`config.mk`:
```
export PLATFORM = sky130hd
export DESIGN_NAME = fpu_req_ctrl
export DESIGN_NICKNAME = d
export VERILOG_FILES = /design/src/rtl/fpu_pkg.sv /design/src/rtl/fpu_req_addr_gen.sv /design/src/rtl/fpu_req_ctrl.sv
export SDC_FILE = /design/constraint.sdc
export NUM_CORES = 1
export LEC_CHECK = 0
export CORE_MARGIN = 10
export CORE_UTILIZATION = 40
export DETAILED_ROUTE_END_ITERATION = 10
export SYNTH_ARGS = -nofsm -noshare
export SYNTH_HDL_FRONTEND = slang
export SYNTH_SLANG_ARGS = --single-unit
```
`constraint.sdc`:
```
create_clock -name clk -period 5.5 [get_ports clk]
set_clock_uncertainty 0.05 [all_clocks]
set_input_delay 0.55 -clock clk [delete_from_list [all_inputs] [get_ports clk]]
set_output_delay 0.55 -clock clk [all_outputs]
set_load 0.02 [all_outputs]
```
`src/rtl/fpu_pkg.sv`:
```
// fpu_pkg: shared states, widths and memory-request record for the FPU request path.
package fpu_pkg;
  localparam int FPU_LINE_BYTES = 64;
  localparam int FPU_DIM_W = 17;
  localparam int FPU_STRIDE_W = 19;
  localparam int FPU_ADDR_W = 32;
  typedef enum logic [1:0] {IDLE, ISSUE, FINISH} fpu_req_state_t;
  typedef struct packed {
    logic                  write;
    logic [FPU_ADDR_W-1:0] addr;
    logic [6:0]            len;
  } fpu_mem_req_t;
endpackage

```
`src/rtl/fpu_req_addr_gen.sv`:
```
// fpu_req_addr_gen: row/column walk producing line-sized request address and length.
module fpu_req_addr_gen
  import fpu_pkg::*;
#(
  parameter int LINE_BYTES = FPU_LINE_BYTES,
  parameter int ADDR_W = FPU_ADDR_W
) (
  input  logic                    clk,
  input  logic                    rst_n,
  input  logic                    load,
  input  logic                    step,
  input  logic [ADDR_W-1:0]       base,
  input  logic [FPU_STRIDE_W-1:0] stride_in,
  input  logic [FPU_DIM_W-1:0]    width,
  input  logic [FPU_DIM_W-1:0]    height,
  output logic [ADDR_W-1:0]       addr,
  output logic [6:0]              len,
  output logic                    last
);
  logic [ADDR_W-1:0] row_base, stride;
  logic [FPU_DIM_W-1:0] col_off, row, rem;
  logic row_end;
  always_comb begin
    rem = width - col_off;
    row_end = rem <= FPU_DIM_W'(LINE_BYTES);
    len = row_end ? rem[6:0] : 7'(LINE_BYTES);
    addr = row_base + ADDR_W'(col_off);
    last = row_end && (row + FPU_DIM_W'(1) == height);
  end
  always_ff @(posedge clk or negedge rst_n) begin
    if (!rst_n) begin
      row_base <= '0;
      stride <= '0;
      col_off <= '0;
      row <= '0;
    end else if (load) begin
      row_base <= base;
      stride <= ADDR_W'(stride_in);
      col_off <= '0;
      row <= '0;
    end else if (step) begin
      col_off <= row_end ? '0 : col_off + FPU_DIM_W'(len);
      row_base <= row_end ? row_base + stride : row_base;
      row <= row_end ? row + FPU_DIM_W'(1) : row;
    end
  end
endmodule

```
`src/rtl/fpu_req_ctrl.sv`:
```
// fpu_req_ctrl: turns FPU read/write jobs into line-sized memory requests.
// Optional stall counter on perf_stall_cycles enabled by FPU_REQ_PERF_EN.
module fpu_req_ctrl
  import fpu_pkg::*;
#(
  parameter int LINE_BYTES = FPU_LINE_BYTES,
  parameter int ADDR_W = FPU_ADDR_W
) (
  input  logic                    clk,
  input  logic                    rst_n,
  input  logic                    read,
  input  logic                    write,
  input  logic [FPU_DIM_W-1:0]    width,
  input  logic [FPU_DIM_W-1:0]    height,
  input  logic [ADDR_W-1:0]       read_address,
  input  logic [ADDR_W-1:0]       write_address,
  input  logic [FPU_STRIDE_W-1:0] input_row_width,
  input  logic [FPU_STRIDE_W-1:0] output_row_width,
  output logic                    making_request,
  output logic                    job_done,
  output logic                    mem_req_valid,
  input  logic                    mem_req_ready,
  output logic                    mem_req_write,
  output logic [ADDR_W-1:0]       mem_req_addr,
  output logic [6:0]              mem_req_len,
  output logic [31:0]             perf_stall_cycles
);
  fpu_req_state_t state, nxt;
  logic pend_wr, job_wr, start, load, step, last;
  logic [ADDR_W-1:0] wr_base, ld_base, ag_addr;
  logic [FPU_STRIDE_W-1:0] wr_stride, ld_stride;
  logic [FPU_DIM_W-1:0] width_r, height_r;
  logic [6:0] ag_len;
  fpu_mem_req_t req;
  assign start = (state == IDLE) && (read || write);
  assign step = (state == ISSUE) && mem_req_ready;
  always_comb begin
    nxt = state;
    load = 1'b0;
    ld_base = read ? read_address : write_address;
    ld_stride = read ? input_row_width : output_row_width;
    unique case (state)
      IDLE: if (read || write) begin
        load = 1'b1;
        nxt = (width == '0 || height == '0) ? FINISH : ISSUE;
      end
      ISSUE: nxt = (step && last) ? FINISH : ISSUE;
      FINISH: begin
        load = pend_wr;
        ld_base = wr_base;
        ld_stride = wr_stride;
        // a queued write of zero size just takes one more FINISH cycle
        nxt = !pend_wr ? IDLE : (width_r == '0 || height_r == '0) ? FINISH : ISSUE;
      end
      default: nxt = IDLE;
    endcase
  end
  always_ff @(posedge clk or negedge rst_n) begin
    if (!rst_n) begin
      state <= IDLE;
      pend_wr <= 1'b0;
      job_wr <= 1'b0;
      wr_base <= '0;
      wr_stride <= '0;
      width_r <= '0;
      height_r <= '0;
    end else begin
      state <= nxt;
      if (start) begin
        pend_wr <= read && write;
        job_wr <= !read;
        wr_base <= write_address;
        wr_stride <= output_row_width;
        width_r <= width;
        height_r <= height;
      end else if (state == FINISH && pend_wr) begin
        pend_wr <= 1'b0;
        job_wr <= 1'b1;
      end
    end
  end
  fpu_req_addr_gen #(.LINE_BYTES(LINE_BYTES), .ADDR_W(ADDR_W)) u_addr_gen (
    .clk(clk),
    .rst_n(rst_n),
    .load(load),
    .step(step),
    .base(ld_base),
    .stride_in(ld_stride),
    .width(width_r),
    .height(height_r),
    .addr(ag_addr),
    .len(ag_len),
    .last(last)
  );
  always_comb begin
    req.write = (state == ISSUE) && job_wr;
    req.addr = (state == ISSUE) ? FPU_ADDR_W'(ag_addr) : '0;
    req.len = (state == ISSUE) ? ag_len : '0;
  end
  assign making_request = state != IDLE;
  assign job_done = state == FINISH;
  assign mem_req_valid = state == ISSUE;
  assign mem_req_write = req.write;
  assign mem_req_addr = ADDR_W'(req.addr);
  assign mem_req_len = req.len;
`ifdef FPU_REQ_PERF_EN
  logic [31:0] stall;
  always_ff @(posedge clk or negedge rst_n) begin
    if (!rst_n) stall <= '0;
    else if (start) stall <= '0;
    else if (mem_req_valid && !mem_req_ready && stall != '1) stall <= stall + 32'd1;
  end
  assign perf_stall_cycles = stall;
`else
  assign perf_stall_cycles = '0;
`endif
endmodule

```
==> summary.md <==
| Metric | Value |
|---|---|
| Status | `completed` |
| EDFF count, synth | `0` |
| Top_reg_cell synth | `dfrtp_1` |
| Overall die height | `196 um` |
| Highest clock rate | `around 190 MHz` |
| Worst-path clk slew | `roughly 0.09 ns` |
| Worst setup path startpoint | `u_addr_gen.row_base[1]` |
| Die ar. | `38600 um2` |
| Slew of the pin with the lowest slew margin | `a little under 1 ns` |
| Top-Level Pins | `216` |
| Slew HR | `between 30% and 40%` |
| FFs w/ async S/R, synth | `100%` |
| Largest net degree at the start of global routing | `87` |
| Clk root buf | `clkbuf_16` |
| Setup WS post-layout | `around 0.29 ns` |
| Pwr dens | `359 nW/um2` |
| GRT overflow | `0` |
| Most frequent cells in the layout | `clkdlybuf4s50_1 (181), dfrtp_1 (173), nor2_1 (138)` |
| Fin util | `49.8%` |
| CTS tree | `built` |
| Post-Place Cells | `1920` |
| Yosys reg bits | `roughly 170` |
| Worst EP arrival | `4.61 ns` |
| First-pass GRT wire length | `59.9 mm` |
| Setup-violating endpoint count in the final report | `0` |
| Synth unique cells | `85` |
| Final period utilization | `94.8%` |
| Startpoint types | `flip-flop` |
| Final WL | `37.8 mm` |
| Post-Syn Area per Cell | `~9.0 um2` |
| Mapped Cells | `1383` |
| Post-layout min period | `5.21 ns` |
| Rows | `64` |
| Worst EP required | `4.90 ns` |
| Seq/Total Area, Yosys | `35.0%` |
| RePlAce Congestion | `0.914` |
| # DRC | `0` |
| FF-to-FF End | `u_addr_gen.col_off[13]` |
| Bufs on Longest Clock Path | `2` |
| Share of cells above drive strength 1 | `12.3%` |
| Leakage | `6.85 nW` |
| Mapped Area | `12400 um2` |
| CP endpoint kind | `output pin` |
| Global Route Usage Sum | `19.2%` |
| Final hold viol count | `0` |
| H-tree depth | `4` |
| Total CTS buffers | `17` |
| Vias in the first global route | `10609` |
| Cell count of the worst reg-to-reg path | `23` |
| Flop2flop setup slack | `roughly 0.42 ns` |
| Worst skew pair latency | `~0.44 ns` |
| Area Overhead vs Synth | `22.8%` |
| CTS Sinks | `174` |
| Vias per cell | `5.48` |
| # port buffers | `about 180` |
| Layout Cells excl Fill | `1953` |
| Routed wire per std cell | `19.4 um` |
| CORE AREA | `between 30000 and 40000 um2` |
| Pins Over Slew Limit | `0` |
| Yosys warns | `0` |
| R2r startpoint | `u_addr_gen.col_off[0]` |
| Critical Path Sink | `mem_req_addr[25]` |
| Die W | `196 um` |
| Peak supply drop | `~220 uV` |
| 1st-pass router iterations | `5` |
| Detailed Route Iter0 Violations | `711` |
| Initial antenna violation count | `0` |
| RSZ-0062 raised after global routing | `true` |
| Starting Density | `between 40% and 50%` |
| Via count | `10708` |
| Diodes inserted | `0` |
| Worst slack at placement | `~0.2 ns` |
| Class of the worst hold path | `input port to async pin` |
| Final HPWL DP | `28.7 mm` |
| Most common cell after layout, fill and taps aside | `clkdlybuf4s50_1` |
| Nets | `1746` |
| Routed Antenna Nets | `0` |
| Maxcap violations | `0` |
| Worst-path fanout max | `9` |
| Crit Path Category | `flip-flop to output pin` |
-- area by class of cell --
class                   count  area, um2
clock inverters            15        180
repair buffers            208       2020
multi-input cells        1107       7670
flip-flops and latches    174       4360
inverters                  36        135
clock buffers              17        425
fillers                  2934      15400
well taps                 396        495
-- report_power, final --
group          switching [mW]  leakage (nW)  internal, mW
logic                    1.32          4.30          1.14
clock network           0.643         0.298         0.624
registers               0.261          2.26          1.49
-- cells in the mapped netlist (all sizes together) (35+ instances only) --
master,count,area [um2]
mux2,85,957
dfrtp,174,4350
nand2,114,435
nor2,142,541
xnor2,58,508
o21ai,88,444
a21oi,98,490
clkbuf,48,181
ha,57,713
xor2,44,385
inv,35,131
mux2i,51,510
buf,49,340
-- worst max-delay path: stages (launching register included) --
cell and delay [ns]:
dfrtp_1 0.49, ha_1 0.32, a21o_1 0.15, a21oi_1 0.23, o21bai_1 0.10, a21oi_1 0.22, o21bai_1 0.12, a221oi_1 0.46
a211oi_1 0.19, a41o_1 0.30, o41ai_2 0.23, buf_4 0.25, nor4_1 0.09, xnor2_1 0.14, nor2_1 0.21, clkdlybuf4s50_1 0.66
-- flip-flops by register name (all words and copies together), names as in the netlist --
signal,count
u_addr_gen.col_off,17
u_addr_gen.row_base,32
job_wr,1
u_addr_gen.stride,19
u_addr_gen.row,17
wr_base,32
state,2
height_r,17
width_r,17
pend_wr,1
wr_stride,19
-- cells by family (layout without fill, tap and decap cells) --
logic type,Yosys count,in the layout,share of synthesized area [%]
other cells,1,32,0.0301
compound gates,332,332,17.1
buf+inv,133,276,5.28
fa+ha+maj,61,61,6.37
xor+xnor,102,102,7.18
mux,136,136,11.8
simple gates,444,444,17.3
flops,174,174,35.0
-- how the worst min path moves through the flow --
stage / start / endpoint / slack [ns] / cells past startpoint
global route: rst_n / wr_stride[7] / 0.13 / 1
CTS: rst_n / wr_stride[10] / 0.12 / 1
detailed placement: u_addr_gen.stride[2] / u_addr_gen.stride[2] / 0.43 / 2
global placement: u_addr_gen.stride[2] / u_addr_gen.stride[2] / 0.42 / 2
floorplan: rst_n / height_r[0] / 0.20 / 0
finish: rst_n / wr_stride[9] / 0.07 / 1
-- metrics by stage --
stage | hold WS [ns] | total power, mW | instance area, um2 | TNS, ns
6_report | 0.0651 | 5.48 | 15300 | 0
5_1_grt | 0.130 | 5.87 | 15300 | -0.111
4_1_cts | 0.117 | 5.49 | 15200 | 0
3_5_place_dp | 0.430 | 4.19 | 14600 | 0
3_3_place_gp | 0.424 | 4.17 | 14600 | 0
2_1_floorplan | 0.204 | 3.36 | 12600 | 0
-- what timing repair did --
item,4_1_cts,5_1_grt
setup endpoints to repair,0,16
buffers inserted,0,1
resized for setup,0,19
hold buffers,0,0
-- layer usage --
metal,part of all wire [%],routed length [um],track usage [%]
met5,0,0,0
met4,1.6,602,5.03
met3,5.4,2060,4.06
met2,45,17100,29.8
met1,48,18100,26.7
Power figures use the tool's default switching activity.
